--- config.mk ---
export PLATFORM = sky130hd
export DESIGN_NAME = ps2_host_tx
export DESIGN_NICKNAME = d
export VERILOG_FILES = /design/src/rtl/ps2_pkg.sv /design/src/rtl/ps2_sync_filter.sv /design/src/rtl/ps2_host_tx.sv
export SDC_FILE = /design/constraint.sdc
export NUM_CORES = 1
export LEC_CHECK = 0
export ABC_AREA = 1
export CORE_ASPECT_RATIO = 0.9
export CORE_MARGIN = 10
export CORE_UTILIZATION = 53
export DETAILED_ROUTE_END_ITERATION = 10
export PLACE_DENSITY = 0.81
export SLEW_MARGIN = 10
export SYNTH_ARGS = -nofsm -noshare
export SYNTH_HDL_FRONTEND = slang
export SYNTH_HIERARCHICAL = 1
export SYNTH_SLANG_ARGS = --single-unit
export TNS_END_PERCENT = 5
--- constraint.sdc ---
create_clock -name clk -period 1.8 [get_ports clk]
set_clock_uncertainty 0.2 [all_clocks]
set_input_delay 0.27 -clock clk [delete_from_list [all_inputs] [get_ports clk]]
set_output_delay 0.27 -clock clk [all_outputs]
set_load 0.01 [all_outputs]
--- src/rtl/ps2_pkg.sv ---
// ps2_pkg: shared PS/2 host states and keyboard command constants
package ps2_pkg;
    typedef enum logic [2:0] {IDLE, INHIBIT, REQ, SEND, ACK, WAIT_REL} ps2_state_e;
    localparam logic [7:0] CMD_SET_LED = 8'hED;
    localparam logic [7:0] CMD_ECHO = 8'hEE;
    localparam logic [7:0] CMD_RESET = 8'hFF;
    localparam logic [7:0] ACK_BYTE = 8'hFA;
endpackage

--- src/rtl/ps2_sync_filter.sv ---
// ps2_sync_filter: 2-FF synchronizer plus stability filter for one PS/2 pad, with a fall pulse
module ps2_sync_filter #(
    parameter int FILT_LEN = 8
) (
    input  logic clk,
    input  logic rst,
    input  logic pad,
    output logic level,
    output logic fall
);
    localparam int CW = $clog2(FILT_LEN + 1);
    logic [1:0] sync;
    logic [CW-1:0] cnt;
    logic diff, flip;
    assign diff = sync[1] != level;
    assign flip = diff && cnt == CW'(FILT_LEN - 1);
    always_ff @(posedge clk) begin
        if (rst) begin
            sync <= 2'b11;
            cnt <= '0;
            level <= 1'b1;
            fall <= 1'b0;
        end else begin
            sync <= {sync[0], pad};
            cnt <= (diff && !flip) ? cnt + CW'(1) : '0;
            level <= flip ? sync[1] : level;
            fall <= flip && level;
        end
    end
endmodule

--- src/rtl/ps2_host_tx.sv ---
// ps2_host_tx: PS/2 host-to-device command transmitter with ACK check and clock timeout
module ps2_host_tx
    import ps2_pkg::*;
#(
    parameter int INHIBIT_CYCLES = 12000,
    parameter int REQ_CYCLES = 16,
    parameter int TIMEOUT_CYCLES = 2000000,
    parameter int FILT_LEN = 8
) (
    input  logic       clk,
    input  logic       rst,
    input  logic [7:0] tx_data,
    input  logic       tx_valid,
    output logic       tx_ready,
    output logic       busy,
    output logic       done,
    output logic       ack_ok,
    output logic       error,
    input  logic       ps2_clk_in,
    input  logic       ps2_data_in,
    output logic       ps2_clk_oe,
    output logic       ps2_data_oe,
    output logic       rx_inhibit
);
    ps2_state_e state, state_n;
    logic [20:0] cnt;
    logic [9:0] sh;
    logic [3:0] idx;
    logic drive_data, accept, watch, rel, tout;
    logic clk_lvl, clk_fall, data_lvl, data_fall_unused;
    ps2_sync_filter #(.FILT_LEN(FILT_LEN)) u_clk_filt (
        .clk(clk), .rst(rst), .pad(ps2_clk_in), .level(clk_lvl), .fall(clk_fall)
    );
    ps2_sync_filter #(.FILT_LEN(FILT_LEN)) u_data_filt (
        .clk(clk), .rst(rst), .pad(ps2_data_in), .level(data_lvl), .fall(data_fall_unused)
    );
    always_ff @(posedge clk) begin
        state <= rst ? IDLE : state_n;
    end
    // A device clock edge always beats the timeout limit landing in the same cycle
    always_comb begin
        state_n = state;
        accept = state == IDLE && tx_valid;
        watch = state == SEND || state == ACK || state == WAIT_REL;
        rel = state == WAIT_REL && clk_lvl && data_lvl;
        tout = watch && !clk_fall && !rel && cnt == 21'(TIMEOUT_CYCLES);
        case (state)
            IDLE:     state_n = tx_valid ? INHIBIT : IDLE;
            INHIBIT:  state_n = cnt == 21'(INHIBIT_CYCLES - 1) ? REQ : INHIBIT;
            REQ:      state_n = cnt == 21'(REQ_CYCLES - 1) ? SEND : REQ;
            SEND:     state_n = (clk_fall && idx == 4'd9) ? ACK : SEND;
            ACK:      state_n = clk_fall ? WAIT_REL : ACK;
            WAIT_REL: state_n = rel ? IDLE : WAIT_REL;
            default:  state_n = IDLE;
        endcase
        if (tout)
            state_n = IDLE;
    end
    always_ff @(posedge clk) begin
        if (rst) begin
            cnt <= '0;
            sh <= '0;
            idx <= '0;
            drive_data <= 1'b0;
            ack_ok <= 1'b0;
        end else begin
            cnt <= (state_n != state || (watch && clk_fall) || state == IDLE) ? '0 : cnt + 21'd1;
            if (accept) begin
                sh <= {1'b1, ~^tx_data, tx_data};
                ack_ok <= 1'b0;
            end
            if (state == REQ) begin
                drive_data <= 1'b1;
                idx <= '0;
            end
            // Frame bit 1 means release the line, so the enable is its inverse
            if (state == SEND && clk_fall) begin
                drive_data <= ~sh[0];
                sh <= sh >> 1;
                idx <= idx + 4'd1;
            end
            if (state == ACK && clk_fall)
                ack_ok <= ~data_lvl;
            if (tout)
                ack_ok <= 1'b0;
        end
    end
    assign tx_ready = state == IDLE;
    assign busy = !tx_ready;
    assign rx_inhibit = busy;
    assign done = rel;
    assign error = tout;
    assign ps2_clk_oe = state == INHIBIT || state == REQ;
    assign ps2_data_oe = state == REQ || (state == SEND && drive_data);
endmodule
Yosys cells after proc, flatten, opt, wreduce, memory -nomap -nowiden
Cells that the tools add are included.
{"block": "totals", "reg_bits": 55, "latch_bits": 0, "ramBits": 0, "mem_bits_ro": 0, "mem_count": 0}
{"block": "classes", "addsub": 4, "mul": 0, "div_mod_pow": 0, "order_cmp": 0, "eq_ne": 14, "shift": 0, "muxes": 16, "bitwise_logic": 4, "n_reduce_logical": 37}
{"cell": "21-bit by 1-bit adder with 21-bit output, second input constant", "count": 1}
{"cell": "21-bit by 14-bit == test with 1-bit output, second input constant", "count": 1}
{"cell": "21-bit == test, second input constant", "count": 1}
{"cell": "21-bit by 4-bit == test with 1-bit output, second input constant", "count": 1}
{"cell": "9-bit 2-to-1 mux", "count": 2}
{"cell": "3-bit one-hot mux with 6 select lines", "count": 1}
{"cell": "1-bit logical AND", "count": 16}
{"cell": "4-bit by 1-bit adder with 4-bit output, second input constant", "count": 3}
{"cell": "2-bit OR reduction", "count": 5}
{"cell": "3-bit 2-to-1 mux", "count": 3}
{"cell": "4-bit by 3-bit == test with 1-bit output, second input constant", "count": 2}
{"cell": "4-bit 2-to-1 mux", "count": 2}
{"cell": "8-bit XNOR reduction", "count": 1}
{"cell": "1-bit 2-to-1 mux", "count": 7}
{"cell": "3-bit by 2-bit == test with 1-bit output, second input constant", "count": 2}
{"cell": "3-bit == test, second input constant", "count": 2}
{"cell": "1-bit logical OR", "count": 6}
{"cell": "2-bit nonzero test", "count": 3}
{"cell": "1-bit logical NOT", "count": 5}
{"cell": "4-bit == test, second input constant", "count": 1}
{"cell": "1-bit NOT", "count": 4}
{"cell": "3-bit by 1-bit == test with 1-bit output, second input constant", "count": 1}
{"cell": "3-bit logical NOT", "count": 1}
{"cell": "3-bit != test", "count": 1}
{"cell": "2 further kinds", "count": 3}

Longest topological paths before layout
Gate-level depths: netlist of the first run.
{"block": "depth", "word_depth": 11, "ltp_mapped": 15, "mapped_depth_nobuf": 13}

Cells and area by module
The synthesis of the first run kept the hierarchy.
{"module": "ps2_host_tx", "instances": 1, "cells_each": 359, "area_per_inst_um2": 2469.9}
{"module": "ps2_sync_filter", "instances": 2, "cells_each": 36, "area_per_inst_um2": 300.3}

Least setup slack after synthesis of the first run
No wires, ideal clock.
{"block": "synth_timing", "kind": "register -> register", "start": "register cnt[0] (netlist name)", "end": "register cnt[20] (netlist name)", "arrival_time_ps": 1523, "t_required_ps": 1488, "path_slack_ps": -35, "stages_incl_launch_ff": 10, "path_buffers": 0, "synth_period_minus_slack_ps": 1835, "path_cell_list": "dfxtp_1 ha_1 nand3_2 nor3_2 nand3_1 nor2_1 nand2_1 xor2_1 inv_1 nor2_2"}

Worst setup path in the final report of the first run
{"block": "layout_timing", "start": "register state[2]", "end": "output ps2_clk_oe"}
{"block": "layout_via", "elab_chain_cells": 2, "elab_cells_between_ends": 3, "cone_classes": "2 x eq/ne; 1 x reduce/logical"}
{"item": "start, declared", "line": "ps2_host_tx.sv:25", "text": "ps2_state_e state, state_n;"}
{"item": "start signal, assigned", "line": "ps2_host_tx.sv:38", "text": "state <= rst ? IDLE : state_n;"}
{"item": "3-bit by 1-bit == test with 1-bit output / 3-bit by 2-bit == test with 1-bit output (equally long branches)", "line": "ps2_host_tx.sv:93", "text": "assign ps2_clk_oe = state == INHIBIT || state == REQ;"}
{"item": "1-bit logical OR *", "line": "ps2_host_tx.sv:93"}
{"item": "end, declared", "line": "ps2_host_tx.sv:21", "text": "output logic ps2_clk_oe,"}
Mark *: on every way between the ends. The rest lies on a longest branch, timed or not.

==> metrics.md, run 1 <==
| Metric | Value |
|---|---|
| Longest individual stage delay on the worst path | `400 ps` |
| Depth of the worst register-to-register path | `13` |
| Utilization after layout | `0.708` |
| Endpoint arrival time on the critical path | `1500 ps` |
| Average vias per placed instance | `5.16` |
| Drt first pass iters | `5` |
| Number of max-cap violations | `0` |
| Worst max-slew margin expressed relative to the limit | `0.807` |
| Total nets after synthesis | `447` |
| Post-synthesis cell count | `428` |
| Cts bufs inserted | `5` |
| Min cycle time layout | `1970 ps` |
| IO Port Bufs | `20` |
| Number of antenna cells inserted | `0` |
| Type of origin of the critical path | `flip-flop` |
| CTS Hold Bufs | `0` |
| First-pass GRT wire length | `12.3 mm` |
| Gr ovfl total | `0` |
| Leakage power figure | `1.68 nW` |
| Worst reg2reg startpoint | `cnt[1]` |
| Fill cell count | `444` |
| Total wire length after detailed routing | `7.25 mm` |
| Setup slack of the most critical reg-to-reg path | `-160 ps` |
| Via count of the first global-routing pass | `2870` |
| Half-perimeter wire length after detailed placement | `5.58 mm` |
| Switching part of the total power | `0.238` |
| Cell chain of the critical path | `buf_4, nor3_2, or2_2, dlygate4sd2_1` |
| Root Driver | `sky130_fd_sc_hd__clkbuf_8` |
| Number of nets with antenna violations after routing | `0` |
| Worst setup timing slack at the placement stage | `-181 ps` |
| Total net switching power | `0.000554 W` |
| Latest clock arrival within the worst-skew pair | `320 ps` |
| Crit path launch | `state[2]` |
| Buffers inserted by post-CTS timing repair | `0` |
| Termination of the worst setup path | `ps2_clk_oe` |
| X dimension of the die | `99.9 um` |
| DRC viols | `0` |
| Standard cell core area | `5630 um^2` |
| Initial DRC Count | `172` |
| Number of nets at the end of the flow | `533` |
| Post-synthesis average cell area | `7.11 um^2` |
| Critical R2R Capture | `cnt[0]` |
| Clock transition at the registers of the reported paths | `100 ps` |
| Total routing usage reported by global routing | `0.158` |
| TritonCTS clock tree | `done` |
| Starting utilization of the core area | `0.541` |
| Highest achievable clock rate | `508 MHz` |
| Smallest setup slack after layout | `-167 ps` |
| Drt wl/cell | `12.4 um` |
| Seq pwr share | `0.540` |
| Crit path max-delay cell type | `sky130_fd_sc_hd__dfxtp_2` |
| CTS H-Tree Depth | `2` |
| Number of rows in the core area | `26` |
| Int Power | `0.00177 W` |
| Top fanout value on the critical path | `6` |
| Number of sinks handled by clock tree synthesis | `55` |
| Run status | `finished with violations` |
| Part of the total power dissipated in the clock network | `0.361` |
| Share of cells above drive strength 1 | `0.311` |
| Combinational power share | `0.099` |
| Area added between synthesis and finish | `30.9%` |
| Crit end category | `output port` |
| Initial antenna violation count | `0` |
| Post-synthesis instance area | `3040 um^2` |
| Worst-case vdd ir drop | `483 uV` |
| Number of vias in the routed layout | `3016` |
| Worst Max-Slew Pin Slew | `287 ps` |
| Height of the die | `91.9 um` |
| PD cells | `584 nW/um^2` |
| Unrepaired setup endpoints after global routing | `true` |
| Cell area after layout | `3980 um^2` |
| Cell area after placement | `3800 um^2` |
| Crit Path Category | `reg2out` |
| Count of pins over their slew limit | `0` |
| Die Area | `9180 um^2` |
| Synth Warn # | `6` |
| Violated checks | `negative setup slack` |
| Worst Hold Class | `reg2reg` |
| Final Power | `0.00233 W` |
| Final setup violation count | `25` |
| Hold violation total from the final report | `0` |
| GPL Wtd Cong | `0.922` |
| Largest net degree at the start of global routing | `24` |
| IO Count | `21` |
| Fin crit share | `1.09` |
| Buffer depth of the longest clock path | `2` |
| Req. time, crit path | `1330 ps` |
[state kept, by name (all words and copies together) (netlist names), 2 cells and up]
signal / flops
sh: 10
idx: 4
state: 3
u_clk_filt/cnt: 4
u_clk_filt/sync: 2
cnt: 21
u_data_filt/sync: 2
u_data_filt/cnt: 4
[cell type report]
cell class / count / area (um^2) / area share
repair buffers: 87 / 699 / 0.176
clock inverters: 3 / 46.3 / 0.0116
inverters: 61 / 234 / 0.0587
multi-input cells: 304 / 1720 / 0.433
clock buffers: 5 / 68.8 / 0.0173
flip-flops and latches: 55 / 1120 / 0.282
well taps: 70 / 87.6 / 0.0220
[worst max-delay path: cells and delay by family (launching register included)]
kind          cells  cell delay, ps
buf+inv           2             440
flops             1             400
simple gates      2             330
[layer usage]
layer	track usage	wire, um	vias up
met3	0.0338	400	24
li1	-	-	1510
met1	0.189	3210	1383
met4	0.0632	198	0
met5	0	0	-
met2	0.267	3440	99
[placed cells by master (no fill, tap or decap), types with 3 or more instances in the layout]
cell type / n
sky130_fd_sc_hd__a211oi_1: 3
sky130_fd_sc_hd__a21oi_1: 5
sky130_fd_sc_hd__a31oi_1: 8
sky130_fd_sc_hd__buf_4: 66
sky130_fd_sc_hd__clkbuf_8: 5
sky130_fd_sc_hd__clkdlybuf4s50_1: 13
sky130_fd_sc_hd__dfxtp_1: 46
sky130_fd_sc_hd__dfxtp_2: 5
sky130_fd_sc_hd__dfxtp_4: 4
sky130_fd_sc_hd__ha_1: 4
sky130_fd_sc_hd__inv_1: 56
sky130_fd_sc_hd__nand2_1: 86
sky130_fd_sc_hd__nand2_2: 10
sky130_fd_sc_hd__nand3_1: 24
sky130_fd_sc_hd__nand3_2: 8
sky130_fd_sc_hd__nand4_1: 13
sky130_fd_sc_hd__nor2_1: 54
sky130_fd_sc_hd__nor2_2: 32
sky130_fd_sc_hd__nor2_4: 4
sky130_fd_sc_hd__nor3_1: 3
sky130_fd_sc_hd__o21ai_0: 5
sky130_fd_sc_hd__or2_2: 5
sky130_fd_sc_hd__xnor2_1: 14
sky130_fd_sc_hd__xor2_1: 13
[power groups by stage]
stage          combinational (W)  sequential [W]  clock [W]
6_report                0.000231         0.00126   0.000839
4_1_cts                 0.000230         0.00126   0.000851
5_1_grt                 0.000253         0.00126   0.000889
2_1_floorplan           0.000132         0.00128          0
3_5_place_dp            0.000231         0.00129          0
3_3_place_gp            0.000226         0.00128          0
[per-stage QoR]
step / TNS [ps] / hold WS [ps] / instances
3_5_place_dp: -3620 / 205 / 577
6_report: -3590 / 224 / 585
2_1_floorplan: 0 / 174 / 428
5_1_grt: -6560 / 250 / 585
3_3_place_gp: -3220 / 192 / 577
4_1_cts: -3280 / 230 / 585
[worst min path at each step]
stage	cells after the start	from	end	slack [ps]
floorplan	1	ps2_clk_in	u_clk_filt/sync[0]	170
global placement	1	u_clk_filt/sync[0]	u_clk_filt/sync[1]	190
detailed placement	1	u_data_filt/sync[0]	u_data_filt/sync[1]	210
CTS	1	u_clk_filt/sync[0]	u_clk_filt/sync[1]	230
global route	1	u_clk_filt/sync[0]	u_clk_filt/sync[1]	250
finish	1	u_data_filt/sync[0]	u_data_filt/sync[1]	220
[what timing repair did]
| action | CTS | global route |
|---|---|---|
| pin swaps | 3 | 0 |
| resized for setup | 27 | 21 |
| setup endpoints to repair | 37 | 38 |
No activity file was read; power rests on OpenSTA's default activity.
==> inputs of run 2 (changes only) <==
Settings changed: CELL_PAD_IN_SITES_DETAIL_PLACEMENT from default to 1, CELL_PAD_IN_SITES_GLOBAL_PLACEMENT from default to 1, CORE_UTILIZATION 53 to 39.
==> run 2 against run 1 <==
The flow still finishes with violations (negative setup slack). Global-route usage down 0.43 points. Sequential share of layout area decreased by 2.0 points. Worst setup slack worse by 240 ps. Critical endpoint is now cnt[20]. Largest power group unchanged.
==> metrics.md, run 2 (synthesis gave the netlist of run 1 again) <==
| Metric | Value |
|---|---|
| Run status | `finished with violations (unchanged)` |
| Violated checks | `negative setup slack (unchanged)` |
| Most frequent standard cell in the layout excluding fill and tap cells | `sky130_fd_sc_hd__nand2_1 (unchanged)` |
| Number of vias in the routed layout | `3288 (was 3016)` |
| Worst Hold Class | `reg2reg (unchanged)` |
| Final Power | `0.00230 W (was 0.00233 W)` |
| Buffer depth of the longest clock path | `2 (unchanged)` |
| Unrepaired setup endpoints after global routing | `true (unchanged)` |
| DRC viols | `0 (unchanged)` |
| Leakage power figure | `1.81 nW (was 1.68 nW)` |
| Worst setup timing slack at the placement stage | `-242 ps (was -181 ps)` |
| Number of antenna cells inserted | `0 (unchanged)` |
| Fin crit share | `1.23 (was 1.09)` |
| Largest net degree at the start of global routing | `24 (unchanged)` |
| Number of standard cells in the layout, taps in and fillers out | `629 (was 585)` |
| Req. time, crit path | `1860 ps (was 1330 ps)` |
| Die Area | `11700 um^2 (was 9180 um^2)` |
| Root Driver | `sky130_fd_sc_hd__clkbuf_8 (unchanged)` |
| Crit Path Category | `reg2reg (was reg2out)` |
| Number of max-cap violations | `0 (unchanged)` |
| Placed Cells | `610 (was 577)` |
| Highest-count cells in the layout ignoring fill and taps | `sky130_fd_sc_hd__nand2_1, sky130_fd_sc_hd__buf_4, sky130_fd_sc_hd__inv_1, sky130_fd_sc_hd__nor2_1, sky130_fd_sc_hd__dfxtp_1 (unchanged)` |
| Crit end category | `flip-flop (was output port)` |
| Starting utilization of the core area | `0.401 (was 0.541)` |
| Number of sinks handled by clock tree synthesis | `55 (unchanged)` |
| Standard cell core area | `7580 um^2 (was 5630 um^2)` |
| Half-perimeter wire length after detailed placement | `6.95 mm (was 5.58 mm)` |
| Top fanout value on the critical path | `6 (unchanged)` |
| IO Port Bufs | `20 (unchanged)` |
| Total routing usage reported by global routing | `0.154 (was 0.158)` |
| Hold slack final | `226 ps (was 224 ps)` |
| Drt first pass iters | `4 (was 5)` |
| Total wire length after detailed routing | `12.3 mm (was 7.25 mm)` |
| TritonCTS clock tree | `done (unchanged)` |
| Latest clock arrival within the worst-skew pair | `320 ps (about the same)` |
| Register bank with the most flops | `cnt (unchanged)` |
| Hold violation total from the final report | `0 (unchanged)` |
| Worst Max-Slew Pin Slew | `308 ps (was 287 ps)` |
| X dimension of the die | `113 um (was 99.9 um)` |
| Number of nets at the end of the flow | `551 (was 533)` |
| Worst max-slew margin expressed relative to the limit | `0.793 (was 0.807)` |
| Gr ovfl total | `0 (unchanged)` |
| Regs by FF count | `cnt (21), sh (10) (unchanged)` |
| Via count of the first global-routing pass | `3226 (was 2870)` |
| Max FFs per register | `21 (unchanged)` |
| IO Count | `21 (unchanged)` |
| CTS H-Tree Depth | `2 (unchanged)` |
| Clock transition at the registers of the reported paths | `110 ps (was 100 ps)` |
| First-pass GRT wire length | `15.3 mm (was 12.3 mm)` |
| Final setup violation count | `30 (was 25)` |
| Worst-case vdd ir drop | `325 uV (was 483 uV)` |
| Count of pins over their slew limit | `0 (unchanged)` |
| Initial DRC Count | `192 (was 172)` |
| Min cycle time layout | `2210 ps (was 1970 ps)` |
| GPL Wtd Cong | `0.826 (was 0.922)` |
| Number of nets with antenna violations after routing | `0 (unchanged)` |
| Number of rows in the core area | `30 (was 26)` |
| Average vias per placed instance | `5.23 (was 5.16)` |
| Cts bufs inserted | `5 (unchanged)` |
| Drt wl/cell | `19.6 um (was 12.4 um)` |
| PD cells | `529 nW/um^2 (was 584 nW/um^2)` |
| Share of cells above drive strength 1 | `0.407 (was 0.311)` |
| Highest achievable clock rate | `453 MHz (was 508 MHz)` |
| Endpoint arrival time on the critical path | `2270 ps (was 1500 ps)` |
| Type of origin of the critical path | `flip-flop (unchanged)` |
| Initial antenna violation count | `0 (unchanged)` |
| Height of the die | `104 um (was 91.9 um)` |
| Area added between synthesis and finish | `42.8% (was 30.9%)` |
| Smallest setup slack after layout | `-408 ps (was -167 ps)` |
run 2: cell count changes in the layout (fill, tap and decap cells not counted), moves of 3 or more:
cell                      delta
sky130_fd_sc_hd__nor2_1      -9
sky130_fd_sc_hd__buf_6       +7
sky130_fd_sc_hd__nand2_2     +7
sky130_fd_sc_hd__nand2_1     -8
sky130_fd_sc_hd__buf_4      +10
sky130_fd_sc_hd__inv_2       +6
sky130_fd_sc_hd__nor2_4      +8
sky130_fd_sc_hd__buf_2       +3
sky130_fd_sc_hd__nand3_1     -3
sky130_fd_sc_hd__dfxtp_1     -5
sky130_fd_sc_hd__dfxtp_4     +4
sky130_fd_sc_hd__inv_1       -7
run 2: through the flow:
stage	TNS [ps]	util	area, um^2
after floorplan	0	-	3060
after global placement	-3090	0.515	3900
after detailed placement	-5040	0.515	3900
after CTS	-4140	0.534	4050
after global routing	-10460	0.573	4340
final	-8940	0.573	4340
run 2: worst paths after layout:
check | start | endpoint | slack [ps] | cells past startpoint
worst max-delay path | cnt[19] | cnt[20] | -410 | 13
worst min-delay path | u_clk_filt/sync[0] | u_clk_filt/sync[1] | 230 | 1
worst max register to register | cnt[19] | cnt[20] | -410 | 13
worst min register to register | u_clk_filt/sync[0] | u_clk_filt/sync[1] | 230 | 1
run 2: what timing repair did:
action | CTS | global route
setup endpoints to repair | 38 | 40
cloned | 0 | 1
hold buffers | 0 | 0
gates resized for setup | 44 | 75
setup buffers | 1 | 9
pin swaps | 3 | 28
run 2: cell type report:
| class | count | area [um^2] |
|---|---|---|
| Fill cell | 948 | 3240 |
| Multi-Input combinational cell | 304 | 1870 |
| Sequential cell | 55 | 1140 |
| Timing Repair Buffer | 105 | 875 |
| Inverter | 61 | 243 |
| Tap cell | 96 | 120 |
| Clock buffer | 6 | 82.6 |
| Clock inverter | 2 | 16.3 |
run 2: where the power goes:
group	switching (W)	total [W]	internal [W]
sequential	0.0000207	0.00125	0.00123
clock	0.000436	0.000751	0.000316
combinational	0.000152	0.000292	0.000140
total	0.000608	0.00230	0.00169
run 2: critical path, cell delays in order, from the launching register on:
cell	delay, ps
sky130_fd_sc_hd__dfxtp_1	360
sky130_fd_sc_hd__nor2_1	210
sky130_fd_sc_hd__buf_4	150
sky130_fd_sc_hd__nand3_1	80
sky130_fd_sc_hd__nor2_1	250
sky130_fd_sc_hd__nand3_2	180
sky130_fd_sc_hd__nand3_2	120
sky130_fd_sc_hd__nand2_2	70
sky130_fd_sc_hd__nand2_1	70
sky130_fd_sc_hd__nand2_1	60
sky130_fd_sc_hd__inv_2	70
sky130_fd_sc_hd__nand2_4	80
sky130_fd_sc_hd__clkbuf_16	170
sky130_fd_sc_hd__nor2_2	80
run 2: layer usage:
metal  part of all wire  vias up  global-route usage
met1               0.42     1634               0.193
met4              0.024        0              0.0399
li1                   -     1547                   -
met5                  0        -                   0
met2               0.51       85               0.264
met3              0.042       22              0.0231
==> inputs of run 3 (changes only) <==
Settings changed: MAX_ROUTING_LAYER from default to met4, REMOVE_ABC_BUFFERS from default to 1.
==> run 3 against run 2 <==
The run still ends with negative setup slack left. Sequential share of layout area is 0.17 points higher. First-iteration DRC count shrank 7.8%. Worst hold slack better by 22 ps. Global-route usage is 2.4 points higher. Cell area shrank 0.86%. Wire length fell by 1.0%.
==> metrics.md, run 3 (synthesis gave the netlist of run 1 again) <==
| Metric | Value |
|---|---|
| Via count of the first global-routing pass | `3428 (was 3226)` |
| Worst reg2reg startpoint | `cnt[15] (was cnt[19])` |
| Drt wl/cell | `19.5 um (was 19.6 um)` |
| Clock transition at the registers of the reported paths | `100 ps (was 110 ps)` |
| TritonCTS clock tree | `done (unchanged)` |
| Buffer depth of the longest clock path | `2 (unchanged)` |
| Min cycle time layout | `2210 ps (about the same)` |
| Fin crit share | `1.23 (about the same)` |
| DRC viols | `0 (unchanged)` |
| Int Power | `0.00179 W (was 0.00169 W)` |
| Type of origin of the critical path | `flip-flop (unchanged)` |
| Worst Max-Slew Pin Slew | `337 ps (was 308 ps)` |
| Final setup violation count | `36 (was 30)` |
| Average vias per placed instance | `5.23 (about the same)` |
| Final setup TNS | `-8550 ps (was -8940 ps)` |
| Critical R2R Capture | `cnt[16] (was cnt[20])` |
| Endpoint arrival time on the critical path | `2260 ps (was 2270 ps)` |
| Highest achievable clock rate | `453 MHz (about the same)` |
| Max FFs per register | `21 (unchanged)` |
| Height of the die | `104 um (unchanged)` |
| Violated checks | `negative setup slack (unchanged)` |
| Unrepaired setup endpoints after global routing | `true (unchanged)` |
| Cts bufs inserted | `5 (unchanged)` |
| Die Area | `11700 um^2 (unchanged)` |
| Latest clock arrival within the worst-skew pair | `310 ps (was 320 ps)` |
| Most frequent standard cell in the layout excluding fill and tap cells | `sky130_fd_sc_hd__nand2_1 (unchanged)` |
| Leakage power figure | `1.79 nW (was 1.81 nW)` |
| Number of nets at the end of the flow | `549 (was 551)` |
| Number of vias in the routed layout | `3277 (was 3288)` |
| First-pass GRT wire length | `16.8 mm (was 15.3 mm)` |
| Req. time, crit path | `1850 ps (was 1860 ps)` |
| Top fanout value on the critical path | `6 (unchanged)` |
| Count of pins over their slew limit | `0 (unchanged)` |
| Cell count of the worst hold path | `1 (unchanged)` |
| Number of standard cells in the layout, taps in and fillers out | `626 (was 629)` |
| Run status | `finished with violations (unchanged)` |
| Crit Path Category | `reg2reg (unchanged)` |
| Gr ovfl total | `0 (unchanged)` |
| Share of cells above drive strength 1 | `0.387 (was 0.407)` |
| IO Count | `21 (unchanged)` |
| PD cells | `557 nW/um^2 (was 529 nW/um^2)` |
| Dominant delay contributor by cell family on the critical path | `simple AND/OR/NAND/NOR gates (unchanged)` |
| Total wire length after detailed routing | `12.2 mm (was 12.3 mm)` |
| Seq pwr share | `0.523 (was 0.546)` |
| Highest-count cells in the layout ignoring fill and taps | `sky130_fd_sc_hd__nand2_1, sky130_fd_sc_hd__buf_4, sky130_fd_sc_hd__inv_1, sky130_fd_sc_hd__nor2_1, sky130_fd_sc_hd__dfxtp_1 (unchanged)` |
| Total buffers and inverters traversed by the critical path | `1 (was 3)` |
| Register bank with the most flops | `cnt (unchanged)` |
| Number of nets with antenna violations after routing | `0 (unchanged)` |
| Fill cell count | `959 (was 948)` |
| Cell chain of the critical path | `nor2_2, nand2_1, nor2_2, nand4_1, nand2_1, nand2_2, nand2_1, nand2_2, nor2_4, nand2_8, buf_12, nor2_2 (was nor2_1, buf_4, nand3_1, nor2_1, nand3_2, nand3_2, nand2_2, nand2_1, nand2_1, inv_2, nand2_4, clkbuf_16, nor2_2)` |
| Part of the total power dissipated in the clock network | `0.353 (was 0.327)` |
| Root Driver | `sky130_fd_sc_hd__clkbuf_8 (unchanged)` |
| Drt first pass iters | `4 (unchanged)` |
| Crit end category | `flip-flop (unchanged)` |
| Longest individual stage delay on the worst path | `390 ps (was 360 ps)` |
| Switching part of the total power | `0.256 (was 0.265)` |
| IO Port Bufs | `20 (unchanged)` |
| Largest net degree at the start of global routing | `24 (unchanged)` |
| Worst max-slew margin expressed relative to the limit | `0.774 (was 0.793)` |
| Setup slack of the most critical reg-to-reg path | `-410 ps (about the same)` |
| Starting utilization of the core area | `0.401 (unchanged)` |
| Number of max-cap violations | `0 (unchanged)` |
| Hold violation total from the final report | `0 (unchanged)` |
| Initial antenna violation count | `0 (unchanged)` |
| Worst setup timing slack at the placement stage | `-290 ps (was -242 ps)` |
| X dimension of the die | `113 um (unchanged)` |
| Number of rows in the core area | `30 (unchanged)` |
| Standard cell core area | `7580 um^2 (unchanged)` |
| Number of sinks handled by clock tree synthesis | `55 (unchanged)` |
| Worst-case vdd ir drop | `301 uV (was 325 uV)` |
| GPL Wtd Cong | `0.933 (was 0.826)` |
| Smallest setup slack after layout | `-406 ps (was -408 ps)` |
| Destination of the worst hold path | `u_data_filt/sync[1] (was u_clk_filt/sync[1])` |
| Number of antenna cells inserted | `0 (unchanged)` |
| Combinational power share | `0.125 (was 0.127)` |
| Regs by FF count | `cnt (21), sh (10) (unchanged)` |
| Total net switching power | `0.000614 W (was 0.000608 W)` |
| Total routing usage reported by global routing | `0.177 (was 0.154)` |
| Launch instance of the worst min-delay path | `u_data_filt/sync[0] (was u_clk_filt/sync[0])` |
| CTS H-Tree Depth | `2 (unchanged)` |
| Crit path max-delay cell type | `sky130_fd_sc_hd__dfxtp_2 (was sky130_fd_sc_hd__dfxtp_1)` |
| Depth of the worst register-to-register path | `12 (was 13)` |
| Initial DRC Count | `177 (was 192)` |
| Area added between synthesis and finish | `41.5% (was 42.8%)` |
| Half-perimeter wire length after detailed placement | `7.13 mm (was 6.95 mm)` |
| Worst Hold Class | `reg2reg (unchanged)` |
| Hold slack final | `249 ps (was 226 ps)` |
| Placed Cells | `611 (was 610)` |
==> run 3: changes by cell type in the layout (fill, tap and decap cells not counted), moves of 3 or more <==
cell / previous run / this run
sky130_fd_sc_hd__nand2_2: 17 / 13
sky130_fd_sc_hd__inv_1: 49 / 52
sky130_fd_sc_hd__nor2_4: 12 / 8
sky130_fd_sc_hd__nor2_2: 33 / 36
sky130_fd_sc_hd__nand2_1: 78 / 82
sky130_fd_sc_hd__inv_2: 8 / 5
sky130_fd_sc_hd__buf_6: 7 / 4
sky130_fd_sc_hd__dfxtp_2: 6 / 10
==> run 3: worst max-delay path by stage <==
stage / from / endpoint / slack, ps / depth (start not counted)
after floorplan: cnt[0] / cnt[0] / -210 / 12
after global placement: state[2] / cnt[19] / -180 / 12
after detailed placement: cnt[0] / cnt[20] / -290 / 9
after CTS: state[1] / cnt[13] / -180 / 12
after global routing: cnt[4] / cnt[1] / -490 / 14
final: cnt[15] / cnt[16] / -410 / 12
==> run 3: metrics by stage <==
step	utilization	total power [W]	area [um^2]
global placement	0.513	0.00152	3890
global route	0.568	0.00247	4310
detailed placement	0.513	0.00153	3890
finish	0.568	0.00240	4310
CTS	0.544	0.00236	4130
floorplan	-	0.00140	2980
==> run 3: layer usage <==
metal | routed length, um | share of wire | global-route usage | vias up
li1 | - | - | - | 1541
met1 | 5090 | 0.42 | 0.210 | 1590
met2 | 6150 | 0.50 | 0.301 | 107
met3 | 556 | 0.046 | 0.0248 | 39
met4 | 402 | 0.033 | 0.0553 | 0
met5 | 0 | 0 | - | -
==> run 3: power groups by stage <==
stage          clock network [W]  logic (W)  registers (W)
3_3_place_gp                   0   0.000233        0.00128
3_5_place_dp                   0   0.000242        0.00129
4_1_cts                 0.000842   0.000266        0.00126
5_1_grt                 0.000898   0.000317        0.00126
6_report                0.000847   0.000299        0.00125
2_1_floorplan                  0   0.000120        0.00128
==> run 3: layout make-up <==
class,count,area (um^2),area share
Inverter,61,235,0.0546
Clock buffer,5,68.8,0.0160
Multi-Input combinational cell,304,1830,0.425
Timing Repair Buffer,103,878,0.204
Sequential cell,55,1140,0.264
Clock inverter,2,37.5,0.00872
Tap cell,96,120,0.0279
==> run 3: timing repair <==
action                                 4_1_cts  5_1_grt
setup endpoints to repair                   36       43
hold buffers                                 0        0
pin swaps                                    5       16
gates resized for setup                     59       42
endpoints found under the hold margin        0        0
cloned                                       1        1
setup buffers                                2        4
==> run 3: worst register-to-register path: stages, from the launching register on <==
cell and delay (ps):
sky130_fd_sc_hd__dfxtp_2 390, sky130_fd_sc_hd__nor2_2 200, sky130_fd_sc_hd__nand2_1 150, sky130_fd_sc_hd__nor2_2 170, sky130_fd_sc_hd__nand4_1 150, sky130_fd_sc_hd__nand2_1 110
sky130_fd_sc_hd__nand2_2 60, sky130_fd_sc_hd__nand2_1 100, sky130_fd_sc_hd__nand2_2 90, sky130_fd_sc_hd__nor2_4 160, sky130_fd_sc_hd__nand2_8 110, sky130_fd_sc_hd__buf_12 170
sky130_fd_sc_hd__nor2_2 110
